File: config.mk
export PLATFORM = sky130hd
export DESIGN_NAME = everloop_ctrl
export DESIGN_NICKNAME = d
export VERILOG_FILES = /design/src/rtl/everloop_ctrl.sv
export SDC_FILE = /design/constraint.sdc
export NUM_CORES = 1
export LEC_CHECK = 0
export ABC_AREA = 0
export BUFFER_PORTS_ARGS = -buffer_cell sky130_fd_sc_hd__buf_2
export CAP_MARGIN = 15
export CORE_MARGIN = 3
export CORE_UTILIZATION = 64
export DETAILED_ROUTE_END_ITERATION = 8
export HOLD_SLACK_MARGIN = 0.1
export PLACE_DENSITY = 0.91
export SLEW_MARGIN = 10
export SYNTH_ARGS = -nofsm -noshare
export SYNTH_HDL_FRONTEND = slang
export SYNTH_SLANG_ARGS = --single-unit
File: constraint.sdc
create_clock -name clk -period 6.3 [get_ports clk]
set_input_delay 1.26 -clock clk [delete_from_list [all_inputs] [get_ports clk]]
set_output_delay 1.26 -clock clk [all_outputs]
set_load 0.02 [all_outputs]
File: src/rtl/everloop_ctrl.sv
// everloop_ctrl: frame sequencer for the everloop LED ring.
// On start, reads N_BYTES bytes of the everloop RAM in address order and shifts
// each byte out MSB first as WS2812-style bit slots on led_dout. Each frame ends
// with a low latch gap, and done pulses in the last cycle of that gap.
//
// Ports:
//   clk          system clock, posedge
//   rst          asynchronous active-high reset
//   start        1-cycle frame request, ignored while busy or during done
//   ram_addr_rd  RAM read address
//   ram_rd       RAM read enable, 1-cycle pulse
//   ram_d        RAM read data, valid on the posedge after the ram_rd cycle
//   led_dout     serial LED data line
//   busy         high from the cycle after an accepted start until done
//   done         1-cycle pulse at the end of the latch gap
//
// Build option EVERLOOP_AUTO_REFRESH_EN: when defined, frames repeat back to
// back after a single start. Byte 0 is then fetched during the latch gap, so
// consecutive frames start exactly one frame length apart.
//
// All outputs are registered. led_dout and ram_rd follow the state by one
// cycle, which gives the 3-cycle start-to-first-rise latency.
module everloop_ctrl #(
    parameter int unsigned N_BYTES   = 140,
    parameter int unsigned BIT_CYC   = 63,
    parameter int unsigned T0H_CYC   = 18,
    parameter int unsigned T1H_CYC   = 35,
    parameter int unsigned LATCH_CYC = 3000
) (
    input  logic       clk,
    input  logic       rst,
    input  logic       start,
    output logic [7:0] ram_addr_rd,
    output logic       ram_rd,
    input  logic [7:0] ram_d,
    output logic       led_dout,
    output logic       busy,
    output logic       done
);

    typedef enum logic [2:0] {IDLE, FETCH, LOAD, HIGH, LOW, LATCH} state_t;

    localparam logic [11:0] T0H_LAST   = 12'(T0H_CYC - 1);
    localparam logic [11:0] T1H_LAST   = 12'(T1H_CYC - 1);
    localparam logic [11:0] T0L_LAST   = 12'(BIT_CYC - T0H_CYC - 1);
    localparam logic [11:0] T1L_LAST   = 12'(BIT_CYC - T1H_CYC - 1);
    localparam logic [11:0] LATCH_LAST = 12'(LATCH_CYC - 1);
    localparam logic [7:0]  LAST_IDX   = 8'(N_BYTES - 1);

    state_t      state;
    logic [7:0]  idx;
    logic [2:0]  bit_idx;
    logic [11:0] cnt;
    logic [7:0]  shreg;
    logic [7:0]  hold;
    logic        cur_one;
    logic [7:0]  next_byte;

    assign cur_one = shreg[bit_idx];

    // Prefetched data is captured on count 2. When the low phase is only
    // 3 cycles long, that capture cycle is also the last cycle of the phase,
    // so the fresh read data is taken directly instead of the old hold value.
    assign next_byte = (cnt == 12'd2) ? ram_d : hold;

    always_ff @(posedge clk or posedge rst) begin
        if (rst) begin
            state       <= IDLE;
            idx         <= '0;
            bit_idx     <= '0;
            cnt         <= '0;
            shreg       <= '0;
            hold        <= '0;
            ram_addr_rd <= '0;
            ram_rd      <= 1'b0;
            led_dout    <= 1'b0;
            busy        <= 1'b0;
            done        <= 1'b0;
        end else begin
            ram_rd <= 1'b0;
            done   <= 1'b0;
            case (state)
                IDLE: begin
                    led_dout <= 1'b0;
                    // A start in the done cycle is dropped.
                    if (start && !done) begin
                        state <= FETCH;
                        idx   <= '0;
                        busy  <= 1'b1;
                    end else begin
                        busy <= 1'b0;
                    end
                end
                FETCH: begin
                    ram_rd      <= 1'b1;
                    ram_addr_rd <= idx;
                    state       <= LOAD;
                end
                LOAD: begin
                    shreg   <= ram_d;
                    bit_idx <= 3'd7;
                    cnt     <= '0;
                    state   <= HIGH;
                end
                HIGH: begin
                    led_dout <= 1'b1;
                    if (cnt == (cur_one ? T1H_LAST : T0H_LAST)) begin
                        cnt   <= '0;
                        state <= LOW;
                    end else begin
                        cnt <= cnt + 12'd1;
                    end
                end
                LOW: begin
                    led_dout <= 1'b0;
                    // During bit 0, prefetch the next byte so byte boundaries stay gap-free.
                    if (bit_idx == 3'd0 && idx != LAST_IDX) begin
                        if (cnt == 12'd0) begin
                            ram_rd      <= 1'b1;
                            ram_addr_rd <= idx + 8'd1;
                        end
                        if (cnt == 12'd2)
                            hold <= ram_d;
                    end
                    if (cnt == (cur_one ? T1L_LAST : T0L_LAST)) begin
                        cnt <= '0;
                        if (bit_idx != 3'd0) begin
                            bit_idx <= bit_idx - 3'd1;
                            state   <= HIGH;
                        end else if (idx != LAST_IDX) begin
                            shreg   <= next_byte;
                            idx     <= idx + 8'd1;
                            bit_idx <= 3'd7;
                            state   <= HIGH;
                        end else begin
                            state <= LATCH;
                        end
                    end else begin
                        cnt <= cnt + 12'd1;
                    end
                end
                LATCH: begin
                    led_dout <= 1'b0;
`ifdef EVERLOOP_AUTO_REFRESH_EN
                    // Fetch byte 0 of the next frame inside the gap.
                    if (cnt == 12'd0) begin
                        ram_rd      <= 1'b1;
                        ram_addr_rd <= '0;
                    end
                    if (cnt == 12'd2)
                        hold <= ram_d;
`endif
                    if (cnt == LATCH_LAST) begin
                        cnt  <= '0;
                        done <= 1'b1;
`ifdef EVERLOOP_AUTO_REFRESH_EN
                        shreg   <= next_byte;
                        idx     <= '0;
                        bit_idx <= 3'd7;
                        state   <= HIGH;
`else
                        state <= IDLE;
`endif
                    end else begin
                        cnt <= cnt + 12'd1;
                    end
                end
                default: state <= IDLE;
            endcase
        end
    end

endmodule

==> metrics.md <==
| Metric | Value |
|---|---|
| DIE HEIGHT | `74.8 um` |
| Top-level I/O count | `23` |
| Slew HR | `34.8%` |
| Netlist cell types | `53` |
| Pin slew with the least headroom to its limit | `0.978 ns` |
| Max Fclk | `0.320 GHz` |
| Main synth FF type | `dfrtp_1` |
| Sequential area share after synthesis | `44.6%` |
| CTS Buf Count | `5` |
| Post-synthesis cell count | `295` |
| Fraction of layout cells with a size suffix above 1 | `22.7%` |
| Synthesis Warnings | `0` |
| CTS Root Buffer Type | `clkbuf_8` |
| Postcts setup bufs | `0` |
| CTS tree | `yes` |
| CTS resizes | `0` |
| Crit path capture type | `flop` |
| Pwr Density | `382 nW/um^2` |
| Leakage power total | `1.51 nW` |
| Final Util | `72.8%` |
| Syn Std Cell Area | `3030 um^2` |
| Hold crit path type | `flop to flop` |
| Routability cong. | `0.818` |
| Area growth from synthesis to layout | `7.43%` |
| Outcome | `completed` |
| Via density | `6.29` |
| Final setup TNS | `0 ns` |
| CTS H-tree lvls | `2` |
| Top post-synthesis cells by area | `dfrtp_1 (45%), mux2_2 (6.7%), o21ai_0 (4.3%)` |
| FP Rows | `24` |
| Max-cap violations | `0` |
| First-pass GRT wire length | `9980 um` |
| Period Utilization, post-route | `49.5%` |
| Initial antenna violation count | `0` |
| Synth Net Count | `313` |
| Total power | `0.00124 W` |
| Crit path max fanout | `18` |
| Yosys reg bits | `54` |
| DRC | `0` |
| Clk slew on worst S/H paths | `0.10 ns` |
| Placed cell area | `3140 um^2` |
| GRT Residual Overflow | `0` |
| Top-count cell post-synth | `dfrtp_1` |
| Starting Density | `67.8%` |
| Worst Hold Slack | `0.477 ns` |
| Largest area contributor in the netlist | `dfrtp_1` |
| Layout Skew | `0.00587 ns` |
| RSZ-0062 raised after global routing | `no` |
| Die width | `74.8 um` |
| Clk Latency, worst-skew pair | `0.30 ns` |
| HPWL Detailed | `4050 um` |
| Cts hold-fix bufs | `0` |
| Peak supply drop | `0.175 mV` |
| Tmin final | `3.12 ns` |
| WL final | `5780 um` |
| Vias | `2,265` |
| Async S/R FF share, synth | `100%` |
| Final setup fails | `0` |
| Final ANT Viol Nets | `0` |
| Vias in the first global route | `2,155` |
| Crit path DAT | `3.33 ns` |
| Synth top area share | `44.6%` |
| Most frequent cells after synthesis | `dfrtp_1 (54), nand2_1 (27), o21ai_0 (26)` |
| CTS Sinks | `54` |
| PortBufs | `22` |
| Design area | `3260 um^2` |
| DIE AREA | `5600 um^2` |
| Final Hold Viols | `0` |
| Max-slew violation count | `0` |
| Wire per inst | `16.1 um` |
| Setup CP Type | `flop to flop` |
| Post-synth EDFFs | `0` |
| Largest net degree at the start of global routing | `55` |
| Pre-antenna DRT Iters | `4` |
| Diode count | `0` |
| 1st-iter DRT viols | `147` |
| Fin nets | `326` |
| Worst Setup Start Kind | `flop` |
| Synth Area per Inst | `10.3 um^2` |
| Total Routing Usage GR | `22.9%` |
| Max clock buf depth | `2` |
| WP data required | `6.50 ns` |
| Core area | `4470 um^2` |
==> layout make-up <==
type / count / area [um^2]
inverters: 9 / 35.0
clock buffers: 6 / 82.6
clock inverters: 1 / 30.0
flip-flops and latches: 54 / 1350
repair buffers: 22 / 110
multi-input cells: 216 / 1580
fillers: 319 / 1220
well taps: 52 / 65.1
==> metrics by stage <==
| stage | worst slack [ns] | instances |
|---|---|---|
| 2_1_floorplan | 3.52 | 295 |
| 3_3_place_gp | 3.33 | 353 |
| 3_5_place_dp | 3.17 | 353 |
| 4_1_cts | 3.17 | 360 |
| 5_1_grt | 2.96 | 360 |
| 6_report | 3.18 | 360 |
==> layout by cell type, fill, tap and decap left out, drive strengths merged, types with 2 or more instances in the layout <==
cell type / instances
xor2: 4
nand3: 12
buf: 22
mux2: 27
a21oi: 6
or4: 3
nor2b: 6
a21o: 8
nor3b: 3
nand2b: 9
a41oi: 3
nand4b: 2
a31oi: 5
nand4: 2
nor3: 3
nor4: 5
inv: 8
mux4: 2
nand2: 28
dfrtp: 54
mux2i: 4
or3: 4
a211o: 2
xnor2: 4
and3: 6
o31ai: 5
o21ai: 26
a211oi: 2
clkbuf: 6
nor2: 17
ha: 7
==> where the power goes <==
| group | internal (W) | switching, W |
|---|---|---|
| clock | 0.000127 | 0.000111 |
| sequential | 0.000433 | 0.0000923 |
| combinational | 0.000216 | 0.000265 |
==> cell families (layout without fill, tap and decap cells) <==
group / after synthesis / after routing / share of synthesized area, %
buf+inv: 25 / 38 / 3.22
simple gates: 104 / 104 / 18.8
compound gates: 63 / 63 / 13.7
xor+xnor: 8 / 8 / 2.31
fa+ha+maj: 8 / 8 / 3.22
mux: 33 / 33 / 14.2
flops: 54 / 54 / 44.6
==> final timing paths <==
| check | endpoint | cells after the start | from | slack (ns) |
|---|---|---|---|---|
| max | cnt[5] | 7 | bit_idx[0] | 3.18 |
| min in group asynchronous | shreg[0] | 2 | rst | 1.11 |
| min | ram_addr_rd[5] | 2 | ram_addr_rd[5] | 0.48 |
| min reg2reg | ram_addr_rd[5] | 2 | ram_addr_rd[5] | 0.48 |
| max in group asynchronous | shreg[7] | 2 | rst | 4.64 |
| max reg2reg | cnt[5] | 7 | bit_idx[0] | 3.18 |
==> metal layers <==
layer,vias up,track usage [%],share of wire [%]
met5,-,0,0
met4,0,7.51,1.5
met3,7,4.54,4.3
met2,55,38.1,51
li1,1082,-,-
met1,1121,30.0,43
==> registers in the layout, indices dropped and copies added (netlist names) <==
register     cells
bit_idx          3
idx              8
ram_addr_rd      8
led_dout         1
cnt             12
shreg            8
state            3
hold             8
ram_rd           1
done             1
busy             1
==> critical path: stages (launching register included) <==
cell	delay [ns]
dfrtp_1	0.42
mux4_2	0.51
mux2i_1	0.46
mux2_2	0.40
o21ai_0	0.31
o211a_1	0.53
o21ai_0	0.18
a21o_1	0.20
No activity file was read; power rests on OpenSTA's default activity.
